File: src/rtl/bta_frame_sched_if.sv
// rtl/bta_frame_sched_if.sv - operand stream and result port bundle for the BTA frame scheduler
//
// Signals:
//   in_valid/in_ready/in_data/in_last     operand stream, source -> scheduler
//   out_valid/out_ready/out_sum/out_ovf/out_count  result port, scheduler -> consumer
// Modports:
//   master  operand source / result consumer side
//   slave   scheduler side
interface bta_frame_sched_if #(
    parameter int W    = 16,
    parameter int SUMW = W + 3
);
    logic            in_valid;
    logic            in_ready;
    logic [W-1:0]    in_data;
    logic            in_last;
    logic            out_valid;
    logic            out_ready;
    logic [SUMW-1:0] out_sum;
    logic            out_ovf;
    logic [3:0]      out_count;

    modport master (
        output in_valid, in_data, in_last, out_ready,
        input  in_ready, out_valid, out_sum, out_ovf, out_count
    );

    modport slave (
        input  in_valid, in_data, in_last, out_ready,
        output in_ready, out_valid, out_sum, out_ovf, out_count
    );
endinterface

File: src/rtl/bta_frame_sched.sv
// rtl/bta_frame_sched.sv - frames a serial operand stream onto an 8-input tree adder
//
// Ports:
//   clk, rst_n      clock, synchronous active-low reset
//   bus (slave)     operand stream in, frame result out (see bta_frame_sched_if)
//   add_ops         operand bank, slot k = add_ops[k*W +: W], slot 0 = first accepted
//   add_cin         adder carry-in, always 0
//   add_go          one-cycle launch pulse to the adder
//   add_sum         adder result, sampled LAT cycles after add_go
//   add_carry       adder carry-out, reported on out_ovf
//   busy            high whenever a frame is in progress
module bta_frame_sched #(
    parameter int W    = 16,
    parameter int NOPS = 8,
    parameter int LAT  = 2,
    parameter int SUMW = W + 3
) (
    input  logic                clk,
    input  logic                rst_n,
    bta_frame_sched_if.slave    bus,
    output logic [NOPS*W-1:0]   add_ops,
    output logic                add_cin,
    output logic                add_go,
    input  logic [SUMW-1:0]     add_sum,
    input  logic                add_carry,
    output logic                busy
);
    typedef enum logic [2:0] {
        S_IDLE,
        S_FILL,
        S_LAUNCH,
        S_WAIT,
        S_HOLD
    } state_t;

    state_t                   state_q, state_d;
    logic [3:0]               cnt_q, cnt_d;
    logic [3:0]               wcnt_q, wcnt_d;
    logic [NOPS-1:0][W-1:0]   ops_q, ops_d;
    logic [SUMW-1:0]          sum_q, sum_d;
    logic                     ovf_q, ovf_d;
    logic [3:0]               count_q, count_d;

    logic accept;
    logic frame_end;

    always_ff @(posedge clk) begin
        if (!rst_n) begin
            state_q <= S_IDLE;
            cnt_q   <= '0;
            wcnt_q  <= '0;
            ops_q   <= '0;
            sum_q   <= '0;
            ovf_q   <= 1'b0;
            count_q <= '0;
        end else begin
            state_q <= state_d;
            cnt_q   <= cnt_d;
            wcnt_q  <= wcnt_d;
            ops_q   <= ops_d;
            sum_q   <= sum_d;
            ovf_q   <= ovf_d;
            count_q <= count_d;
        end
    end

    always_comb begin
        state_d      = state_q;
        cnt_d        = cnt_q;
        wcnt_d       = wcnt_q;
        ops_d        = ops_q;
        sum_d        = sum_q;
        ovf_d        = ovf_q;
        count_d      = count_q;
        add_go       = 1'b0;
        bus.in_ready = (state_q == S_IDLE) || (state_q == S_FILL);
        bus.out_valid = 1'b0;
        accept       = bus.in_valid && bus.in_ready;
        frame_end    = accept && (bus.in_last || (cnt_q == 4'(NOPS - 1)));

        case (state_q)
            S_IDLE, S_FILL: begin
                if (accept) begin
                    // Slots above the write position are zeroed at frame end so a
                    // short frame never sums leftovers from the previous one.
                    for (int k = 0; k < NOPS; k++) begin
                        if (4'(k) == cnt_q) begin
                            ops_d[k] = bus.in_data;
                        end else if (frame_end && (4'(k) > cnt_q)) begin
                            ops_d[k] = '0;
                        end
                    end
                    cnt_d   = cnt_q + 4'd1;
                    state_d = frame_end ? S_LAUNCH : S_FILL;
                end
            end
            S_LAUNCH: begin
                add_go  = 1'b1;
                wcnt_d  = 4'(LAT - 1);
                state_d = S_WAIT;
            end
            S_WAIT: begin
                // Counter reaches 0 in the cycle LAT after add_go; capture on that edge.
                if (wcnt_q == 4'd0) begin
                    sum_d   = add_sum;
                    ovf_d   = add_carry;
                    count_d = cnt_q;
                    state_d = S_HOLD;
                end else begin
                    wcnt_d = wcnt_q - 4'd1;
                end
            end
            S_HOLD: begin
                bus.out_valid = 1'b1;
                if (bus.out_ready) begin
                    cnt_d   = '0;
                    state_d = S_IDLE;
                end
            end
            default: begin
                state_d = S_IDLE;
            end
        endcase
    end

    assign add_ops       = ops_q;
    assign add_cin       = 1'b0;
    assign busy          = (state_q != S_IDLE);
    assign bus.out_sum   = sum_q;
    assign bus.out_ovf   = ovf_q;
    assign bus.out_count = count_q;
endmodule

File: src/flat_wrapper.sv
// flat-port wrapper written by rule: the top's interface ports become plain ports
module bta_frame_sched_flat 
#(
    parameter int W    = 16,
    parameter int NOPS = 8,
    parameter int LAT  = 2,
    parameter int SUMW = W + 3
)
  (clk, rst_n, add_ops, add_cin, add_go, add_sum, add_carry, busy, bus_in_valid, bus_in_data, bus_in_last, bus_out_ready, bus_in_ready, bus_out_valid, bus_out_sum, bus_out_ovf, bus_out_count);
  bta_frame_sched_if #(.W(W), .SUMW(SUMW)) bus_i ();
  input  logic clk;
  input  logic rst_n;
  output logic [NOPS*W-1:0] add_ops;
  output logic add_cin;
  output logic add_go;
  input  logic [SUMW-1:0] add_sum;
  input  logic add_carry;
  output logic busy;
  input wire logic [$bits(bus_i.in_valid)-1:0] bus_in_valid;
  input wire logic [$bits(bus_i.in_data)-1:0] bus_in_data;
  input wire logic [$bits(bus_i.in_last)-1:0] bus_in_last;
  input wire logic [$bits(bus_i.out_ready)-1:0] bus_out_ready;
  output wire logic [$bits(bus_i.in_ready)-1:0] bus_in_ready;
  output wire logic [$bits(bus_i.out_valid)-1:0] bus_out_valid;
  output wire logic [$bits(bus_i.out_sum)-1:0] bus_out_sum;
  output wire logic [$bits(bus_i.out_ovf)-1:0] bus_out_ovf;
  output wire logic [$bits(bus_i.out_count)-1:0] bus_out_count;
  assign bus_i.in_valid = bus_in_valid;
  assign bus_i.in_data = bus_in_data;
  assign bus_i.in_last = bus_in_last;
  assign bus_i.out_ready = bus_out_ready;
  assign bus_in_ready = bus_i.in_ready;
  assign bus_out_valid = bus_i.out_valid;
  assign bus_out_sum = bus_i.out_sum;
  assign bus_out_ovf = bus_i.out_ovf;
  assign bus_out_count = bus_i.out_count;
  bta_frame_sched #(.W(W), .NOPS(NOPS), .LAT(LAT), .SUMW(SUMW)) u_core (.clk(clk), .rst_n(rst_n), .bus(bus_i), .add_ops(add_ops), .add_cin(add_cin), .add_go(add_go), .add_sum(add_sum), .add_carry(add_carry), .busy(busy));
endmodule
File: config.mk
export PLATFORM = sky130hd
export DESIGN_NAME = bta_frame_sched_flat
export DESIGN_NICKNAME = d
export VERILOG_FILES = /design/src/rtl/bta_frame_sched_if.sv /design/src/rtl/bta_frame_sched.sv /design/src/flat_wrapper.sv
export SDC_FILE = /design/constraint.sdc
export NUM_CORES = 1
export LEC_CHECK = 0
export CORE_ASPECT_RATIO = 0.75
export CORE_MARGIN = 2
export CORE_UTILIZATION = 35
export CTS_BUF_LIST = sky130_fd_sc_hd__clkbuf_4 sky130_fd_sc_hd__clkbuf_8 sky130_fd_sc_hd__clkbuf_16
export DETAILED_ROUTE_END_ITERATION = 16
export GPL_TIMING_DRIVEN = 0
export HOLD_SLACK_MARGIN = 0.1
export PLACE_DENSITY = 0.72
export SLEW_MARGIN = 20
export SYNTH_ARGS = -nofsm -noshare
export SYNTH_HDL_FRONTEND = slang
export SYNTH_SLANG_ARGS = --single-unit
File: constraint.sdc
create_clock -name clk -period 3 [get_ports clk]
set_input_delay 0.75 -clock clk [delete_from_list [all_inputs] [get_ports clk]]
set_output_delay 0.75 -clock clk [all_outputs]
set_load 0.005 [all_outputs]
==> out/metrics.cfg, run 1 <==
[detailed_routing]
detail_route.drc_violations=0
vias_per_cell=5.257
avgRoutedWirePerCell_um=17.89
drtAntennaViolNets=0
routed_wirelength_um=19330
route.vias.total=5678
detailed_router_iteration_count_before_antenna_repair=4
drc_marker_count_from_the_first_detailed_route_iteration=312

[pwr]
p_leak_nw=3.076
p_per_area_mw_per_mm2=539.2
vdd_ir_drop_max_mv=0.3524

[worst_setup_path]
r2r.worst_path.cells=9
worst-endpoint-arrival_ps=3110
timing.reg2reg.setup_slack_ps=230
worstPathMaxFanout=10
timing.critical_path.to_type=flip-flop
cp_class=reg -> reg
worstReg2RegStart=u_core.cnt_q[0]
r2r_path_end=u_core.add_ops[70]
critPathRequiredTime_ps=3340
critPathLaunchType=flip-flop

[synth]
synth_top_area_share_pct=54.04
synth_area_per_cell_um2=9.450
yosys_most_used_dff=dfxtp_1
synth.area.top_cells=dfxtp_1 54%, nand2_1 6.3%, a22o_1 4.6%
synth.yosys.seq_area_share_pct=54.04
synth_seq_cells=163
synthesis.area_mm2=0.006038
asyncSetResetFlopFracSynth_pct=0
top_cell_type_by_total_area_after_synthesis=dfxtp_1
synth_edf_count=0
synth-warning-count=0
syn_inst=639
synthDistinctLibCells=49
synthesis.nets=686

[placement]
io_buffers=194
place_worst_setup_slack_ps=-50.60
dp.cells=1048
finalWeightedCongestion=0.8555
hpwlAfterDp_um=14050

[finish]
ant_diodes=0
final_layout_size_suffix_gt1_share_pct=7.052
layout.nets=899
layout-area-overhead-vs-synth_pct=45.71
layoutNonFillerInstCount=1080
layout.cells.most_common=clkdlybuf4s50_1
regArea_mm2=0.003263
highest_count_cells_in_the_layout_ignoring_fill_and_taps=194 x clkdlybuf4s50_1, 163 x dfxtp_1, 102 x nand2_1, 53 x o21ai_0, 48 x nand3_1
final.fill_count=1581
multi_input_comb_area_mm2=0.002499

[floorplan]
die_width_um=155.7
die-area_mm2=0.01833
die_h_um=117.8
num_rows=41
initial_utilization_pct=35.78
pin_count=198
core_region_area_mm2=0.01688

[cts]
total_cts_buffers=17
cts_root_buffer=clkbuf_16
cts-root-to-sink-buffers=2
cts_tree=built
cts.sinks=163
worstSkewPairLatency_ps=430
postCtsHoldBufs=0
clock_tree.htree_level_count=4
clk_pin_slew_ps=70

[timing]
grt_setup_unrepaired=no
final.period_utilization_pct=92.21
max_slew_margin_pct=40.82
final-hold-violation-count=0
finalSetupViolCount=0
max_clock_freq_mhz=361.5
worst_margin_pin_slew_ps=885.8
final_max_slew_viol_count=0
period_minus_slack_ps=2766
layout_setup_ws_ps=233.6
clk_skew_ps=9.613

[min_path]
endpoint_worst_hold=u_core.bus.out_count[0]
holdCritPathClass=reg -> reg
worst_hold_startpoint=u_core.bus.out_count[0]
worst_hold_path.num_cells=2

[grt]
antenna_found_initial=0
grt_util_all_layers_pct=21.16
grt_total_ovfl=0
first_global_vias=5357
grt_pass1_wl_um=30180
largest_net_degree_at_the_start_of_global_routing=17

[outcome]
outcome=complete, no violations

[job]
maxCapViolations=0

## worst max-delay path by stage
stage | cells past startpoint | slack (ps) | start | endpoint
5_1_grt | 9 | 40 | u_core.cnt_q[0] | u_core.add_ops[74]
2_1_floorplan | 8 | 690 | u_core.cnt_q[0] | u_core.add_ops[102]
6_report | 9 | 230 | u_core.cnt_q[0] | u_core.add_ops[70]
4_1_cts | 9 | 80 | u_core.cnt_q[0] | u_core.add_ops[70]
3_3_place_gp | 8 | 8 | u_core.cnt_q[0] | u_core.add_ops[109]
3_5_place_dp | 6 | -50 | bus_in_valid | u_core.add_ops[74]
## cell families (layout without fill, tap and decap cells)
logic type               Yosys count  after routing  synth area share, %
other                              1              1              0.06210
XOR/XNOR                           3              3               0.4352
buffers and inverters             65            291                4.641
adder cells (fa/ha/maj)            6              6                1.243
multiplexers                       2              2               0.3730
AO/OA/AOI/OAI                    174            174                20.51
AND/OR/NAND/NOR                  225            225                18.69
flip-flops                       163            163                54.04
## synth_stat cells, drive strengths merged (6+ instances only)
master	count
ha	6
nand2	102
inv	6
nor2	11
buf	16
a21boi	26
o21ai	55
clkbuf	43
o31ai	32
nand3	48
a21oi	6
nand4	33
a22o	32
dfxtp	163
a32o	15
## layout make-up
| class | instances | share of cell area (%) |
|---|---|---|
| clock inverter | 14 | 1.195 |
| sequential | 163 | 37.09 |
| tap | 215 | 3.057 |
| clock buffer | 18 | 4.991 |
| buffer | 59 | 2.944 |
| inverter | 6 | 0.2560 |
| multi-input combinational | 411 | 28.40 |
| timing repair buffer | 194 | 22.07 |
## critical path: stages, from the launching register on
cell and delay (ps):
dfxtp_1 460, clkbuf_2 300, clkbuf_1 380, inv_1 170
ha_1 270, mux2_2 270, nand3b_1 200, clkbuf_1 380
nand3_1 150, o31ai_1 90
## stage by stage
step / hold slack [ps] / area [µm²] / setup TNS, ps / power (mW) / util (%)
final: 460.3 / 8798 / 0 / 4.744 / 52.13
after floorplan: 452.5 / 6038 / 0 / 2.499 / -
after CTS: 465.0 / 8797 / 0 / 4.768 / 52.12
after global routing: 480.4 / 8798 / 0 / 4.924 / 52.13
after detailed placement: 452.9 / 8249 / -699.3 / 2.752 / 48.88
after global placement: 444.0 / 8249 / 0 / 2.748 / 48.88
## what timing repair did
action | 4_1_cts | 5_1_grt
resized for setup | 1 | 2
setup endpoints to repair | 10 | 20
buffers inserted | 0 | 0
pin swaps | 0 | 0
## report_power, final
part / internal, mW / total (mW) / switching, mW
sequential: 2.21 / 2.25 / 0.0369
combinational: 0.192 / 0.463 / 0.271
clock: 1.09 / 2.03 / 0.945
total: 3.49 / 4.74 / 1.25
## registers in the layout (all words and copies together) (netlist names)
register              cells
u_core.state_q            3
u_core.bus.out_count      4
u_core.wcnt_q             4
u_core.add_ops          128
u_core.bus.out_ovf        1
u_core.cnt_q              4
u_core.bus.out_sum       19
## layer usage
metal / GRT usage (%) / part of all wire, %
met3: 7.216 / 7.9
met2: 30.53 / 43
met1: 30.47 / 48
met5: 0 / 0
met4: 4.587 / 1.2
Note: power is estimated with default switching activity, not from simulation.
==> run 2, diff against run 1 <==
CORE_MARGIN = 4   (was 2)
==> run 2 against run 1 <==
Clock skew is 1.6 ps lower. Cell count did not move. Setup slack lost 8.3 ps. Maximum frequency shrank 0.30%. Non-clock buffer count unchanged. Final area increased by 0.91%. Sequential share of layout area is 0.33 points lower. Die area increased by 6.1%. Sequential power hardly changed. Largest cell class unchanged.
==> out/metrics.cfg, run 2 (same netlist as run 1, synthesis figures left out) <==
[outcome]
outcome=complete, no violations

[worst_setup_path]
timing.critical_path.to_type=flip-flop
cp_class=reg -> reg
worst-endpoint-arrival_ps=3140
worstPathMaxFanout=10
worstReg2RegStart=u_core.cnt_q[0]
critPathLaunchType=flip-flop
critPathRequiredTime_ps=3360
worstSetupStartpoint=u_core.cnt_q[0]

[finish]
layoutNonFillerInstCount=1080
layout.nets=899
largest_reg_flops=128
layout-area-overhead-vs-synth_pct=47.04
layout.core_utilization_pct=52.61
regArea_mm2=0.003263
highest_count_cells_in_the_layout_ignoring_fill_and_taps=194 x clkdlybuf4s50_1, 163 x dfxtp_1, 102 x nand2_1, 53 x o21ai_0, 48 x nand3_1
layout.cells.most_common=clkdlybuf4s50_1
final_layout_size_suffix_gt1_share_pct=7.052
multi_input_comb_area_mm2=0.002499
final_area_mm2=0.008879
ant_diodes=0
final.fill_count=1546

[grt]
antenna_found_initial=0
grt_total_ovfl=0
grt_util_all_layers_pct=19.75
largest_net_degree_at_the_start_of_global_routing=17
grt_use_met2_pct=29.01
grt_pass1_wl_um=30120
use_met1_pct=28.23
first_global_vias=5287
grt_util_met3_pct=6.290
grt.busiest_layer=met2

[placement]
io_buffers=194
finalWeightedCongestion=0.8478
hpwlAfterDp_um=14520
place_area_mm2=0.008249
dp.cells=1048

[timing]
grt_setup_unrepaired=no
clk_skew_ps=8.020
fin_setup_tns_ps=0
final-hold-violation-count=0
max_slew_margin_pct=41.90
worst_margin_pin_slew_ps=869.6
period_minus_slack_ps=2775
max_clock_freq_mhz=360.4
final_max_slew_viol_count=0
finalSetupViolCount=0
final.period_utilization_pct=92.49

[detailed_routing]
vias_per_cell=5.306
route.vias.total=5730
drc_marker_count_from_the_first_detailed_route_iteration=444
detail_route.drc_violations=0
drtAntennaViolNets=0
avgRoutedWirePerCell_um=18.43
routed_wirelength_um=19900
detailed_router_iteration_count_before_antenna_repair=5

[min_path]
worst_hold_startpoint=u_core.bus.out_sum[14]
holdCritPathClass=reg -> reg

[floorplan]
die_width_um=159.7
num_rows=41
pin_count=198
core_region_area_mm2=0.01688
die-area_mm2=0.01944
initial_utilization_pct=35.78
die_h_um=121.8

[pwr]
power.total_mw=5.009
p_per_area_mw_per_mm2=564.1
p_leak_nw=3.112
vdd_ir_drop_max_mv=0.3221

[cts]
worstSkewPairLatency_ps=420
post-cts-setup-buffers=0
cts_root_buffer=clkbuf_16
clock_tree.htree_level_count=4
total_cts_buffers=17
cts_tree=built
clk_pin_slew_ps=60
cts-root-to-sink-buffers=2
cts.sinks=163

[job]
maxCapViolations=0

==> run 2: cell types whose count changed in the layout (fill, tap and decap cells not counted) <==
| cell | delta |
|---|---|
| inv_6 | -2 |
| clkbuf_8 | +2 |
| clkinv_2 | -2 |
| clkbuf_4 | +1 |
| clkinv_4 | -2 |
| bufinv_16 | +3 |
==> run 2: area by class of cell <==
type,instances,share of cell area [%]
plain buffers,59,2.917
well taps,215,3.030
repair buffers,194,21.87
clock buffers,21,5.341
inverters,6,0.2537
multi-input cells,411,28.14
flip-flops and latches,163,36.75
clock inverters,11,1.691
==> run 2: final timing paths <==
path                                                to  slack, ps  cells after the start
worst max-delay path               u_core.add_ops[106]        230                      8
worst min-delay path            u_core.bus.out_sum[14]        460                      2
worst max register to register     u_core.add_ops[106]        230                      8
worst min register to register  u_core.bus.out_sum[14]        460                      2
==> run 2: power by group <==
part | total [mW] | internal (mW) | switching, mW | leakage (nW)
Clock | 2.29 | 1.39 | 0.903 | 0.303
Sequential | 2.25 | 2.21 | 0.0383 | 1.32
Combinational | 0.466 | 0.192 | 0.274 | 1.49
Total | 5.01 | 3.79 | 1.22 | 3.11
==> run 2: worst max-delay path, stage by stage (launching register included) <==
cell,delay (ps)
dfxtp_1,460
clkbuf_2,300
clkbuf_1,410
inv_1,170
ha_1,260
and2_1,180
o21ai_2,300
clkbuf_1,400
a32o_1,230
==> run 2: per-layer routing <==
layer | routed length, µm | share of wire, %
met2 | 8564 | 43
met5 | 0 | 0
met3 | 1908 | 9.6
met1 | 9224 | 46
met4 | 201 | 1.0
==> run 2: what timing repair did <==
action	in CTS	in global routing
endpoints found under the hold margin	0	0
endpoints found under the setup margin	10	21
hold buffers	0	0
gates cloned	0	0
gates resized for setup	1	2
==> run 2: stage by stage <==
| stage | setup WS [ps] | hold WS, ps |
|---|---|---|
| finish | 225.3 | 460.9 |
| global route | 19.94 | 481.3 |
| CTS | 105.6 | 465.5 |
| global placement | -35.17 | 445.8 |
| floorplan | 689.7 | 452.5 |
| detailed placement | -15.37 | 451.3 |
